$ cat config.mk
export PLATFORM = sky130hd
export DESIGN_NAME = regfile_wb_arbiter_flat
export DESIGN_NICKNAME = d
export VERILOG_FILES = /design/src/rtl/regfile_pkg.sv /design/src/rtl/regfile_wb_arbiter_if.sv /design/src/rtl/rr_arbiter2.sv /design/src/rtl/regfile_wb_arbiter.sv /design/src/flat_wrapper.sv
export SDC_FILE = /design/constraint.sdc
export NUM_CORES = 1
export LEC_CHECK = 0
export ABC_AREA = 1
export BUFFER_PORTS_ARGS = -buffer_cell sky130_fd_sc_hd__buf_2
export CAP_MARGIN = 40
export CORE_UTILIZATION = 30
export DETAILED_ROUTE_END_ITERATION = 8
export GPL_TIMING_DRIVEN = 0
export PLACE_DENSITY = 0.51
export SKIP_CTS_REPAIR_TIMING = 1
export SYNTH_ARGS = -nofsm -noshare
export SYNTH_HDL_FRONTEND = slang
export SYNTH_HIERARCHICAL = 1
export SYNTH_SLANG_ARGS = --single-unit
$ cat constraint.sdc
create_clock -name clk -period 3.55 [get_ports clk]
set_input_delay 0.355 -clock clk [delete_from_list [all_inputs] [get_ports clk]]
set_output_delay 0.355 -clock clk [all_outputs]
set_load 0.01 [all_outputs]
$ cat src/rtl/regfile_pkg.sv
// Shared constants and types for the register-file writeback arbiter.
//   XLEN     : data width
//   ADDR_W   : register index width
//   NUM_REGS : register count
//   req_e    : writeback requester identity
//   wb_req_t : one writeback request (valid, destination, data)
package regfile_pkg;

  localparam int unsigned XLEN     = 32;
  localparam int unsigned ADDR_W   = 5;
  localparam int unsigned NUM_REGS = 2 ** ADDR_W;

  typedef enum logic {
    REQ_ALU = 1'b0,
    REQ_MEM = 1'b1
  } req_e;

  typedef struct packed {
    logic              valid;
    logic [ADDR_W-1:0] rd;
    logic [XLEN-1:0]   data;
  } wb_req_t;

endpackage

$ cat src/rtl/regfile_wb_arbiter_if.sv
// Bus bundle between the execute/memory stages, issue logic and the
// register-file writeback arbiter.
//   issue_*     : destination-register issue handshake (WAW check)
//   rs1/rs2     : source indices under decode, with RAW busy flags
//   alu_*/mem_* : writeback valid/ready requests from ALU and load unit
//   rf_*        : register file write port
//   busy_vec    : scoreboard state, wb_err : sticky unexpected-writeback flag
// slave modport is the arbiter side, master modport is the surrounding pipe.
interface regfile_wb_arbiter_if;
  import regfile_pkg::*;

  logic                issue_valid;
  logic [ADDR_W-1:0]   issue_rd;
  logic                issue_ready;
  logic [ADDR_W-1:0]   rs1;
  logic [ADDR_W-1:0]   rs2;
  logic                rs1_busy;
  logic                rs2_busy;
  logic                alu_valid;
  logic [ADDR_W-1:0]   alu_rd;
  logic [XLEN-1:0]     alu_data;
  logic                alu_ready;
  logic                mem_valid;
  logic [ADDR_W-1:0]   mem_rd;
  logic [XLEN-1:0]     mem_data;
  logic                mem_ready;
  logic                rf_we;
  logic [ADDR_W-1:0]   rf_w;
  logic [XLEN-1:0]     rf_data_in;
  logic [NUM_REGS-1:0] busy_vec;
  logic                wb_err;

  modport slave (
    input  issue_valid, issue_rd, rs1, rs2,
    input  alu_valid, alu_rd, alu_data,
    input  mem_valid, mem_rd, mem_data,
    output issue_ready, rs1_busy, rs2_busy,
    output alu_ready, mem_ready,
    output rf_we, rf_w, rf_data_in, busy_vec, wb_err
  );

  modport master (
    output issue_valid, issue_rd, rs1, rs2,
    output alu_valid, alu_rd, alu_data,
    output mem_valid, mem_rd, mem_data,
    input  issue_ready, rs1_busy, rs2_busy,
    input  alu_ready, mem_ready,
    input  rf_we, rf_w, rf_data_in, busy_vec, wb_err
  );

endinterface

$ cat src/rtl/rr_arbiter2.sv
// Two-way round-robin arbiter with a last-grant flop.
//   clk, resetn : clock, async active-low reset
//   valid[0]    : ALU request, valid[1] : MEM request
//   grant_c     : one-hot grant, combinational from valid and last grant
module rr_arbiter2
  import regfile_pkg::*;
(
  input  logic       clk,
  input  logic       resetn,
  input  logic [1:0] valid,
  output logic [1:0] grant_c
);

  req_e last_grant_q;
  req_e last_grant_d;

  // Contention goes to whoever was not granted last; last grant moves only on a grant.
  always_comb begin
    grant_c      = 2'b00;
    last_grant_d = last_grant_q;
    if (valid == 2'b11) begin
      grant_c = (last_grant_q == REQ_MEM) ? 2'b01 : 2'b10;
    end else begin
      grant_c = valid;
    end
    if (grant_c[0]) begin
      last_grant_d = REQ_ALU;
    end else if (grant_c[1]) begin
      last_grant_d = REQ_MEM;
    end
  end

  // Reset to MEM so the ALU wins the first contention.
  always_ff @(posedge clk or negedge resetn) begin
    if (!resetn) begin
      last_grant_q <= REQ_MEM;
    end else begin
      last_grant_q <= last_grant_d;
    end
  end

endmodule

$ cat src/rtl/regfile_wb_arbiter.sv
// Register-file writeback arbiter and busy scoreboard.
//   clk, resetn : clock, async active-low reset
//   bus (slave) : issue/decode hazard checks, ALU and load writeback
//                 handshakes, registered register-file write port,
//                 scoreboard debug vector and sticky wb_err.
// One writeback is accepted per cycle and appears on the write port the
// following cycle. Destination registers are marked busy at issue and
// released when their write reaches the register file.
module regfile_wb_arbiter
  import regfile_pkg::*;
(
  input  logic                 clk,
  input  logic                 resetn,
  regfile_wb_arbiter_if.slave  bus
);

  wb_req_t alu_req;
  wb_req_t mem_req;
  wb_req_t win_req;
  logic [1:0] grant;
  logic       transfer;
  logic       issue_set;

  logic                rf_we_q,   rf_we_d;
  logic [ADDR_W-1:0]   rf_w_q,    rf_w_d;
  logic [XLEN-1:0]     rf_data_q, rf_data_d;
  logic [NUM_REGS-1:0] busy_q,    busy_d;
  logic                wb_err_q,  wb_err_d;

  // Pack the two requesters into request structs.
  always_comb begin
    alu_req       = '0;
    alu_req.valid = bus.alu_valid;
    alu_req.rd    = bus.alu_rd;
    alu_req.data  = bus.alu_data;
    mem_req       = '0;
    mem_req.valid = bus.mem_valid;
    mem_req.rd    = bus.mem_rd;
    mem_req.data  = bus.mem_data;
  end

  rr_arbiter2 u_arb (
    .clk     (clk),
    .resetn  (resetn),
    .valid   ({mem_req.valid, alu_req.valid}),
    .grant_c (grant)
  );

  assign bus.alu_ready = grant[0];
  assign bus.mem_ready = grant[1];

  // Winning request; grant is one-hot so the MEM bit selects directly.
  always_comb begin
    win_req  = grant[1] ? mem_req : alu_req;
    transfer = win_req.valid && (grant != 2'b00);
  end

  // WAW check: x0 never blocks, an in-flight write still counts as busy.
  assign bus.issue_ready = (bus.issue_rd == '0) || !busy_q[bus.issue_rd];
  assign issue_set       = bus.issue_valid && bus.issue_ready && (bus.issue_rd != '0);

  // RAW check with bypass of the write happening this cycle.
  assign bus.rs1_busy = busy_q[bus.rs1] && !(rf_we_q && (rf_w_q == bus.rs1)) && (bus.rs1 != '0);
  assign bus.rs2_busy = busy_q[bus.rs2] && !(rf_we_q && (rf_w_q == bus.rs2)) && (bus.rs2 != '0);

  // Next state: write port, scoreboard (set after clear so set wins), error flag.
  always_comb begin
    rf_we_d   = 1'b0;
    rf_w_d    = rf_w_q;
    rf_data_d = rf_data_q;
    busy_d    = busy_q;
    wb_err_d  = wb_err_q;

    if (transfer) begin
      rf_we_d   = (win_req.rd != '0);
      rf_w_d    = win_req.rd;
      rf_data_d = win_req.data;
    end

    if (rf_we_q) begin
      busy_d[rf_w_q] = 1'b0;
      if ((rf_w_q != '0) && !busy_q[rf_w_q]) begin
        wb_err_d = 1'b1;
      end
    end

    if (issue_set) begin
      busy_d[bus.issue_rd] = 1'b1;
    end

    busy_d[0] = 1'b0;
  end

  always_ff @(posedge clk or negedge resetn) begin
    if (!resetn) begin
      rf_we_q   <= 1'b0;
      rf_w_q    <= '0;
      rf_data_q <= '0;
      busy_q    <= '0;
      wb_err_q  <= 1'b0;
    end else begin
      rf_we_q   <= rf_we_d;
      rf_w_q    <= rf_w_d;
      rf_data_q <= rf_data_d;
      busy_q    <= busy_d;
      wb_err_q  <= wb_err_d;
    end
  end

  assign bus.rf_we      = rf_we_q;
  assign bus.rf_w       = rf_w_q;
  assign bus.rf_data_in = rf_data_q;
  assign bus.busy_vec   = busy_q;
  assign bus.wb_err     = wb_err_q;

endmodule

$ cat src/flat_wrapper.sv
// flat-port wrapper written by rule: the top's interface ports become plain ports
module regfile_wb_arbiter_flat import regfile_pkg::*;
  (clk, resetn, bus_issue_valid, bus_issue_rd, bus_rs1, bus_rs2, bus_alu_valid, bus_alu_rd, bus_alu_data, bus_mem_valid, bus_mem_rd, bus_mem_data, bus_issue_ready, bus_rs1_busy, bus_rs2_busy, bus_alu_ready, bus_mem_ready, bus_rf_we, bus_rf_w, bus_rf_data_in, bus_busy_vec, bus_wb_err);
  regfile_wb_arbiter_if bus_i ();
  input  logic clk;
  input  logic resetn;
  input wire logic [$bits(bus_i.issue_valid)-1:0] bus_issue_valid;
  input wire logic [$bits(bus_i.issue_rd)-1:0] bus_issue_rd;
  input wire logic [$bits(bus_i.rs1)-1:0] bus_rs1;
  input wire logic [$bits(bus_i.rs2)-1:0] bus_rs2;
  input wire logic [$bits(bus_i.alu_valid)-1:0] bus_alu_valid;
  input wire logic [$bits(bus_i.alu_rd)-1:0] bus_alu_rd;
  input wire logic [$bits(bus_i.alu_data)-1:0] bus_alu_data;
  input wire logic [$bits(bus_i.mem_valid)-1:0] bus_mem_valid;
  input wire logic [$bits(bus_i.mem_rd)-1:0] bus_mem_rd;
  input wire logic [$bits(bus_i.mem_data)-1:0] bus_mem_data;
  output wire logic [$bits(bus_i.issue_ready)-1:0] bus_issue_ready;
  output wire logic [$bits(bus_i.rs1_busy)-1:0] bus_rs1_busy;
  output wire logic [$bits(bus_i.rs2_busy)-1:0] bus_rs2_busy;
  output wire logic [$bits(bus_i.alu_ready)-1:0] bus_alu_ready;
  output wire logic [$bits(bus_i.mem_ready)-1:0] bus_mem_ready;
  output wire logic [$bits(bus_i.rf_we)-1:0] bus_rf_we;
  output wire logic [$bits(bus_i.rf_w)-1:0] bus_rf_w;
  output wire logic [$bits(bus_i.rf_data_in)-1:0] bus_rf_data_in;
  output wire logic [$bits(bus_i.busy_vec)-1:0] bus_busy_vec;
  output wire logic [$bits(bus_i.wb_err)-1:0] bus_wb_err;
  assign bus_i.issue_valid = bus_issue_valid;
  assign bus_i.issue_rd = bus_issue_rd;
  assign bus_i.rs1 = bus_rs1;
  assign bus_i.rs2 = bus_rs2;
  assign bus_i.alu_valid = bus_alu_valid;
  assign bus_i.alu_rd = bus_alu_rd;
  assign bus_i.alu_data = bus_alu_data;
  assign bus_i.mem_valid = bus_mem_valid;
  assign bus_i.mem_rd = bus_mem_rd;
  assign bus_i.mem_data = bus_mem_data;
  assign bus_issue_ready = bus_i.issue_ready;
  assign bus_rs1_busy = bus_i.rs1_busy;
  assign bus_rs2_busy = bus_i.rs2_busy;
  assign bus_alu_ready = bus_i.alu_ready;
  assign bus_mem_ready = bus_i.mem_ready;
  assign bus_rf_we = bus_i.rf_we;
  assign bus_rf_w = bus_i.rf_w;
  assign bus_rf_data_in = bus_i.rf_data_in;
  assign bus_busy_vec = bus_i.busy_vec;
  assign bus_wb_err = bus_i.wb_err;
  regfile_wb_arbiter u_core (.clk(clk), .resetn(resetn), .bus(bus_i));
endmodule
==> impl_metrics.ini, run 1 <==
[run_status]
status = finished clean

[power_and_ir_drop]
power.leakage_nw = 3.11
p_clk_share_pct = 27.7
p_seq_share_pct = 36.6
total_power_mw = 4.02
power.density_mw_per_mm2 = 636
p_int_mw = 2.37
swShare_pct = 41.0
p_sw_mw = 1.65
p_comb_share_pct = 35.7
vdd_drop_max_mv = 0.290

[worst_setup_path]
worstPathRequired_ns = 3.19
crit_slowest_cell = dfrtp_1
cp-end-kind = output pin
cpPeakStageDelay_ns = 0.42
cp_cell_sequence = clkinv_1, or2_2, nand4_1, nor2_1, a21oi_1, buf_2
critPathMaxFanout = 10
critPathKind = reg -> out
cp.arrival_ns = 1.90
crit_path_start_kind = flip-flop

[global_route]
grt.overflow.total = 0
grtUsageMet3_pct = 5.82
grtUsageMet1_pct = 31.5
grt_most_used_layer = met2
grt_pass1_vias = 5322
grt_max_degree = 51
grt_pass1_wl_um = 29100
track_usage_pct = 23.3
use_met2_pct = 36.2
antenna_found_initial = 0

[synthesis]
synth_area_mm2 = 0.00483
synth_edf_count = 0
postSynthCellCount = 752
synth_cell_type_count = 35
ys_async_sr_fraction_pct = 100
ys_ff_latch = 71
ys.warnings.count = 6
avgSynthCellArea_um2 = 6.42
synth_nets = 846
synth-main-ff-cell = dfrtp_1
yosysSeqAreaShare_pct = 36.8

[die]
row_count = 46
core_mm2 = 0.0158
fp.dieW_um = 129
die-area_mm2 = 0.0166
start_util_pct = 30.6
die_y_um = 129
io_pins = 170

[sta]
period_share_pct = 63.6
finalSetupTns_ns = 0
fmax_ghz = 0.443
slew_headroom_pct = 49.6
worst_slew_pin_slew_ns = 0.754
layout_min_cycle_time_ns = 2.26
setup_viol = 0
clock_skew_ns = 0.00934
slew_violations = 0
hold_violations = 0
rsz0062_at_grt = no

[clock_network]
cts_tree = done
cts_buffers = 9
clk_pin_slew_worst_paths_ns = 0.06
clock-sinks = 71
clk_latency_ns = 0.35
cts-root-buf = clkbuf_16
clockBufferDepth = 2
htree_levels = 3

[place]
routabilityCongestion = 0.849
post-dp-hpwl_um = 14100
io_buffers = 164

[cells_and_area]
layout-drive-gt1-share_pct = 23.1
syn_to_final_growth_pct = 30.9
final_nets = 1023
diodes = 0

[detailed_routing]
ant_nets = 0
drt_first_pass_iters = 5
wl_per_cell_um = 16.7
vias = 5821
drt_first_iter_violations = 421
via_per_inst = 5.06
drc = 0
routed_wl_um = 19200

[worst_hold_path]
hold_path.class = in -> reg

[flow_run]
cap_violations = 0
==> worst max-delay path, delay by kind of cell, from the launching register on <==
kind,cells,cell delay [ns]
compound gates,1,0.12
buf+inv,2,0.48
flops,1,0.42
simple gates,3,0.53
==> registers in the layout (all words and copies together), names as in the netlist <==
name / flops
u_core/bus.busy_vec: 31
u_core/bus.wb_err: 1
u_core/u_arb/last_grant_q: 1
u_core/bus.rf_w: 5
u_core/bus.rf_we: 1
u_core/bus.rf_data_in: 32
==> cells in the final DEF, fill, tap and decap left out, types with 2 or more instances in the layout <==
master,count
nand2_1,306
buf_2,177
nor2_1,73
dfrtp_1,70
nand3_1,53
inv_1,43
o21ai_0,42
nand4_1,37
a31oi_1,32
nor3_1,15
clkbuf_1,13
clkbuf_16,9
a21oi_1,8
a22oi_1,6
buf_4,5
buf_6,5
bufinv_16,4
o22ai_1,4
nand2_2,3
nor2_4,2
and2_1,2
clkinv_1,2
nor2_2,2
buf_1,2
nand3b_1,2
inv_2,2
==> power groups by stage <==
stage | Sequential [mW] | Combinational (mW) | Clock [mW]
after floorplan | 1.42 | 0.750 | 0
after global placement | 1.49 | 1.42 | 0
after detailed placement | 1.48 | 1.42 | 0
after CTS | 1.47 | 1.43 | 1.14
after global routing | 1.50 | 1.61 | 1.17
final | 1.47 | 1.43 | 1.11
==> Yosys cell counts, types with 3 or more instances <==
cell | count | area, um^2
nor3_1 | 15 | 75.1
buf_6 | 5 | 56.3
nand2_2 | 3 | 18.8
a22oi_1 | 6 | 45.0
clkbuf_1 | 12 | 45.0
a31oi_1 | 32 | 200
buf_2 | 14 | 70.1
nand2_1 | 306 | 1150
inv_1 | 43 | 161
dfrtp_1 | 70 | 1750
nor2_1 | 73 | 274
nand4_1 | 37 | 231
nand3_1 | 53 | 265
o21ai_0 | 42 | 210
buf_4 | 4 | 30.0
a21oi_1 | 8 | 40.0
o22ai_1 | 4 | 25.0
==> per-layer routing <==
layer	wire length [um]	up-vias
met3	1520	30
met4	384	0
li1	-	2835
met1	8620	2703
met5	0	-
met2	8660	253
==> logic make-up (layout without fill, tap and decap cells) <==
group	count (synthesis)	count (layout)	share of synthesized area, %
other cells	1	1	0.0777
simple gates	497	497	43.3
buf+inv	86	268	8.22
mux	1	1	0.207
compound gates	96	96	11.4
flops	71	71	36.8
==> final cells by class <==
class,instances,area (um^2)
repair buffers,166,861
clock inverters,6,133
flip-flops and latches,71,1780
well taps,216,270
plain buffers,38,214
fillers,1757,9450
inverters,48,183
multi-input cells,595,2650
clock buffers,10,229
==> stage by stage <==
step	instance area, um^2	util [%]	setup slack, ns	hold WS [ns]	cells
2_1_floorplan	4830	-	1.82	0.0594	752
3_3_place_gp	5920	37.5	1.45	0.444	1132
3_5_place_dp	5950	37.7	1.43	0.291	1133
4_1_cts	6310	40.0	1.27	-0.0769	1149
5_1_grt	6320	40.1	1.15	0.228	1150
6_report	6320	40.1	1.29	0.229	1150
==> path summary, 6_finish.rpt <==
| kind | startpoint | to | slack (ns) | cells past startpoint |
|---|---|---|---|---|
| worst max-delay path | u_core/bus.rf_w[3] | bus_rs1_busy | 1.29 | 6 |
| worst min-delay path | bus_mem_valid | u_core/u_arb/last_grant_q | 0.23 | 3 |
| worst max register to register | u_core/bus.rf_w[0] | u_core/bus.busy_vec[12] | 1.54 | 5 |
| worst min register to register | u_core/bus.wb_err | u_core/bus.wb_err | 0.46 | 2 |
| max in group asynchronous | resetn | u_core/u_arb/last_grant_q | 2.48 | 3 |
| min in group asynchronous | resetn | u_core/bus.busy_vec[15] | 0.47 | 2 |
No activity file was read; power rests on OpenSTA's default activity.
==> run 2: changes to the inputs <==
--- a/config.mk
+++ b/config.mk
@@ -11,7 +11,7 @@
 export CORE_UTILIZATION = 30
 export DETAILED_ROUTE_END_ITERATION = 8
 export GPL_TIMING_DRIVEN = 0
-export PLACE_DENSITY = 0.51
+export PLACE_DENSITY = 0.53
 export SKIP_CTS_REPAIR_TIMING = 1
 export SYNTH_ARGS = -nofsm -noshare
 export SYNTH_HDL_FRONTEND = slang
==> constraint.sdc (replaced) <==
create_clock -name clk -period 1.9 [get_ports clk]
set_input_delay 0.19 -clock clk [delete_from_list [all_inputs] [get_ports clk]]
set_output_delay 0.19 -clock clk [all_outputs]
set_load 0.01 [all_outputs]
==> impl_metrics.ini, run 2 (synthesis gave the netlist of run 1 again) <==
[run_status]
status = finished clean

[place]
dpl_cell_area_mm2 = 0.00595
post-dp-hpwl_um = 13900
routabilityCongestion = 0.859
io_buffers = 164
pre_cts_slack_ns = -0.0515

[sta]
layout_min_cycle_time_ns = 1.83
slew_headroom_pct = 66.5
fmax_ghz = 0.548
rsz0062_at_grt = yes
period_share_pct = 96.1
worst_slew_pin_slew_ns = 0.503
worst_slack_ns = 0.0749
slew_violations = 0
clock_skew_ns = 0.00652
hold_violations = 0
setup_viol = 0

[power_and_ir_drop]
power.leakage_nw = 3.18
vdd_drop_max_mv = 0.458
power.density_mw_per_mm2 = 1160
total_power_mw = 7.52

[die]
fp.dieW_um = 129
core_mm2 = 0.0158
io_pins = 170
start_util_pct = 30.6
row_count = 46
die_y_um = 129
die-area_mm2 = 0.0166

[worst_setup_path]
cp.arrival_ns = 1.64
crit_family = flip-flops
cpPeakStageDelay_ns = 0.44
reg2reg_depth = 10
critPathKind = reg -> out
worstPathRequired_ns = 1.71
crit_end = bus_rs2_busy
crit_buf_inv = 2
cp_cell_sequence = inv_1, a221oi_1, nand3_1, nand2_1, nor2_2, buf_2
cp-startpoint = u_core/bus.rf_w[1]
critPathMaxFanout = 6
crit_cells = 6
r2r_start = u_core/bus.rf_w[0]
cp-end-kind = output pin
crit_slowest_cell = dfrtp_1
crit_path_start_kind = flip-flop
r2r-end = u_core/bus.wb_err
rrSetupSlack_ns = 0.11

[cells_and_area]
syn_to_final_growth_pct = 34.9
postLayoutCellArea_mm2 = 0.00651
diodes = 0
final_common_cell = nand2_1
layout_common_cells = 302 x nand2_1, 175 x buf_2, 70 x nor2_1
final_nets = 1038
layout-drive-gt1-share_pct = 29.5
largest_register_ffs = 32

[flow_run]
cap_violations = 0

[detailed_routing]
drc = 0
ant_nets = 0
drt_first_pass_iters = 5
wl_per_cell_um = 16.4
via_per_inst = 4.99
vias = 5808
routed_wl_um = 19100
drt_first_iter_violations = 586

[clock_network]
clk_pin_slew_worst_paths_ns = 0.06
htree_levels = 3
clockBufferDepth = 2
clk_latency_ns = 0.34
cts-root-buf = clkbuf_16
cts_buffers = 9
clock-sinks = 71
cts_tree = done

[global_route]
grt.overflow.total = 0
grt_pass1_wl_um = 28600
antenna_found_initial = 0
track_usage_pct = 22.8
grt_max_degree = 54
grt_pass1_vias = 5138

[worst_hold_path]
hold_path.class = in -> reg
## run 2: how the worst min path moves through the flow
stage / start / end / slack (ns) / cells past startpoint
after CTS: resetn / u_core/bus.busy_vec[21] / -0.27 / 1
after detailed placement: resetn / u_core/bus.busy_vec[21] / 0.1 / 1
after floorplan: resetn / u_core/bus.busy_vec[10] / -0.11 / 0
after global placement: bus_mem_valid / u_core/u_arb/last_grant_q / 0.41 / 3
after global routing: bus_mem_valid / u_core/u_arb/last_grant_q / 0.09 / 3
final: bus_mem_valid / u_core/u_arb/last_grant_q / 0.07 / 3
## run 2: layer usage
| metal | up-vias | track usage, % | wire length (um) |
|---|---|---|---|
| li1 | 2868 | - | - |
| met1 | 2641 | 32.0 | 8550 |
| met2 | 278 | 35.0 | 8560 |
| met3 | 21 | 5.45 | 1720 |
| met4 | 0 | 5.95 | 235 |
| met5 | - | 0 | 0 |
## run 2: report_power, final
group	total, mW	internal (mW)	switching (mW)
sequential	2.80	2.02	0.776
combinational	2.97	1.25	1.72
clock	1.75	1.09	0.667
total	7.52	4.36	3.16
## run 2: cell type report
type                            instances  area [um^2]
Inverter                               48          194
Buffer                                 38          228
Multi-Input combinational cell        595         2680
Sequential cell                        71         1810
Timing Repair Buffer                  181         1020
Tap cell                              216          270
Clock inverter                          5         56.3
Clock buffer                           11          253
Fill cell                            1749         9260
## run 2: worst register-to-register path, stage by stage, from the launching register on
cell and delay [ns]:
dfrtp_1 0.33, clkbuf_2 0.19, inv_1 0.13, nor2_2 0.40, a22oi_1 0.14, nand2_1 0.11, nand2_1 0.09, nand2_1 0.09
nor2_1 0.06, nand2_1 0.09, nand2_1 0.05
## run 2: stage by stage
step	std cells	setup TNS, ns	hold slack [ns]	utilization (%)
after floorplan	752	0	-0.106	-
after global routing	1165	-0.0233	0.0942	41.3
after CTS	1149	-1.39	-0.274	39.7
after detailed placement	1133	-0.612	0.0974	37.7
final	1165	0	0.0693	41.3
after global placement	1132	-0.465	0.413	37.5
==> run 3: changes to the inputs <==
--- a/config.mk
+++ b/config.mk
@@ -11,7 +11,6 @@
 export CORE_UTILIZATION = 30
 export DETAILED_ROUTE_END_ITERATION = 8
 export GPL_TIMING_DRIVEN = 0
-export PLACE_DENSITY = 0.53
 export SKIP_CTS_REPAIR_TIMING = 1
 export SYNTH_ARGS = -nofsm -noshare
 export SYNTH_HDL_FRONTEND = slang
==> impl_metrics.ini, run 3 (synthesis gave the netlist of run 1 again) <==
[detailed_routing]
drt_first_pass_iters = 5
drc = 0
drt_first_iter_violations = 594
via_per_inst = 5.05
routed_wl_um = 18300
ant_nets = 0
wl_per_cell_um = 15.7
vias = 5882

[cells_and_area]
fin_cells = 1165
largest_register_ffs = 32
final_nets = 1038
final_util_pct = 41.0
diodes = 0
final_common_cell = nand2_1
fillers = 1752
syn_to_final_growth_pct = 34.1
layout_common_cells = 305 x nand2_1, 176 x buf_2, 72 x nor2_1
layout-drive-gt1-share_pct = 28.7

[die]
fp.dieW_um = 129
start_util_pct = 30.6
io_pins = 170
die-area_mm2 = 0.0166
row_count = 46
die_y_um = 129
core_mm2 = 0.0158

[power_and_ir_drop]
p_comb_share_pct = 37.4
p_int_mw = 4.51
power.leakage_nw = 3.17
vdd_drop_max_mv = 0.474
p_seq_share_pct = 36.8
p_sw_mw = 3.11
p_clk_share_pct = 25.8
total_power_mw = 7.62
swShare_pct = 40.8
power.density_mw_per_mm2 = 1180

[clock_network]
clk_latency_ns = 0.34
clk_pin_slew_worst_paths_ns = 0.06
htree_levels = 3
cts_buffers = 9
cts_tree = done
clockBufferDepth = 2
clock-sinks = 71
cts-root-buf = clkbuf_16

[worst_hold_path]
hold_path.class = in -> reg

[sta]
clock_skew_ns = 0.00911
setup_viol = 0
slew_violations = 0
fmax_ghz = 0.538
period_share_pct = 97.8
layout_min_cycle_time_ns = 1.86
holdWs_ns = 0.0612
hold_violations = 0
finalSetupTns_ns = 0
rsz0062_at_grt = yes

[global_route]
track_usage_pct = 22.3
grt_max_degree = 39
grt_pass1_wl_um = 28100
grt.overflow.total = 0
grt_pass1_vias = 5276
antenna_found_initial = 0

[worst_setup_path]
cp_cell_sequence = clkinvlp_4, or2_2, nand4_1, nor2_1, a21oi_1, buf_2
worstPathRequired_ns = 1.71
crit_slowest_cell = dfrtp_2
crit_path_start_kind = flip-flop
cp-end-kind = output pin
cp.arrival_ns = 1.67
crit_buf_inv = 2
critPathMaxFanout = 7
crit_family = simple AND/OR/NAND/NOR gates
cpPeakStageDelay_ns = 0.42
critPathKind = reg -> out

[place]
routabilityCongestion = 0.923
io_buffers = 164
post-dp-hpwl_um = 13500
placed_cells = 1133

[run_status]
status = finished clean

[flow_run]
cap_violations = 0
-- run 3: changes by cell type in the layout (fill, tap and decap cells not counted), moves of 2 or more --
cell / before / now
clkbuf_1: 4 / 8
buf_4: 17 / 20
clkinvlp_4: 4 / 1
nand2_1: 302 / 305
nand2_2: 7 / 4
nor2_2: 4 / 1
buf_12: 3 / 1
bufinv_16: 1 / 3
clkbuf_2: 10 / 8
inv_2: 3 / 5
nor2_1: 70 / 72
-- run 3: through the flow --
stage               instance area [um^2]  setup WS, ns
finish                              6470        0.0413
global route                        6470       -0.0697
detailed placement                  5940       -0.0528
floorplan                           4830         0.234
CTS                                 6280        -0.163
global placement                    5920       -0.0390
-- run 3: cell type report --
type | instances | area, um^2 | share of cell area, %
Buffer | 38 | 225 | 3.48
Clock buffer | 12 | 246 | 3.81
Clock inverter | 4 | 95.1 | 1.47
Inverter | 48 | 186 | 2.88
Multi-Input combinational cell | 595 | 2670 | 41.3
Sequential cell | 71 | 1810 | 28.0
Tap cell | 216 | 270 | 4.18
Timing Repair Buffer | 181 | 966 | 14.9
-- run 3: path summary, 6_finish.rpt --
path	cells after the start	slack (ns)	startpoint	endpoint
setup / recovery	6	0.04	u_core/bus.rf_w[3]	bus_rs1_busy
hold / removal	3	0.06	bus_mem_valid	u_core/u_arb/last_grant_q
setup reg to reg	5	0.12	u_core/bus.rf_w[0]	u_core/bus.busy_vec[28]
hold reg to reg	2	0.47	u_core/bus.wb_err	u_core/bus.wb_err
max in group asynchronous	3	0.95	resetn	u_core/u_arb/last_grant_q
min in group asynchronous	2	0.34	resetn	u_core/bus.rf_data_in[18]
-- run 3: layer usage --
metal | track usage [%] | share of wire [%] | vias up | wire length [um]
met5 | 0 | 0 | - | 0
met4 | 8.58 | 2.1 | 0 | 380
met1 | 29.9 | 43 | 2676 | 7850
met2 | 35.1 | 46 | 304 | 8360
li1 | - | - | 2870 | -
met3 | 4.78 | 9.4 | 32 | 1720
-- run 3: worst register-to-register path, cell delays in order, from the launching register on --
cell      delay, ns
dfrtp_1        0.36
clkbuf_2       0.17
nor2_2         0.41
nand2_1        0.34
o21ai_0        0.28
nand2_1        0.10
-- run 3: power by group through the flow --
stage / clock [mW] / combinational, mW / sequential [mW]
5_1_grt: 2.06 / 3.17 / 2.85
3_3_place_gp: 0 / 2.60 / 2.77
2_1_floorplan: 0 / 1.40 / 2.66
3_5_place_dp: 0 / 2.63 / 2.77
4_1_cts: 1.99 / 2.64 / 2.75
6_report: 1.96 / 2.85 / 2.80
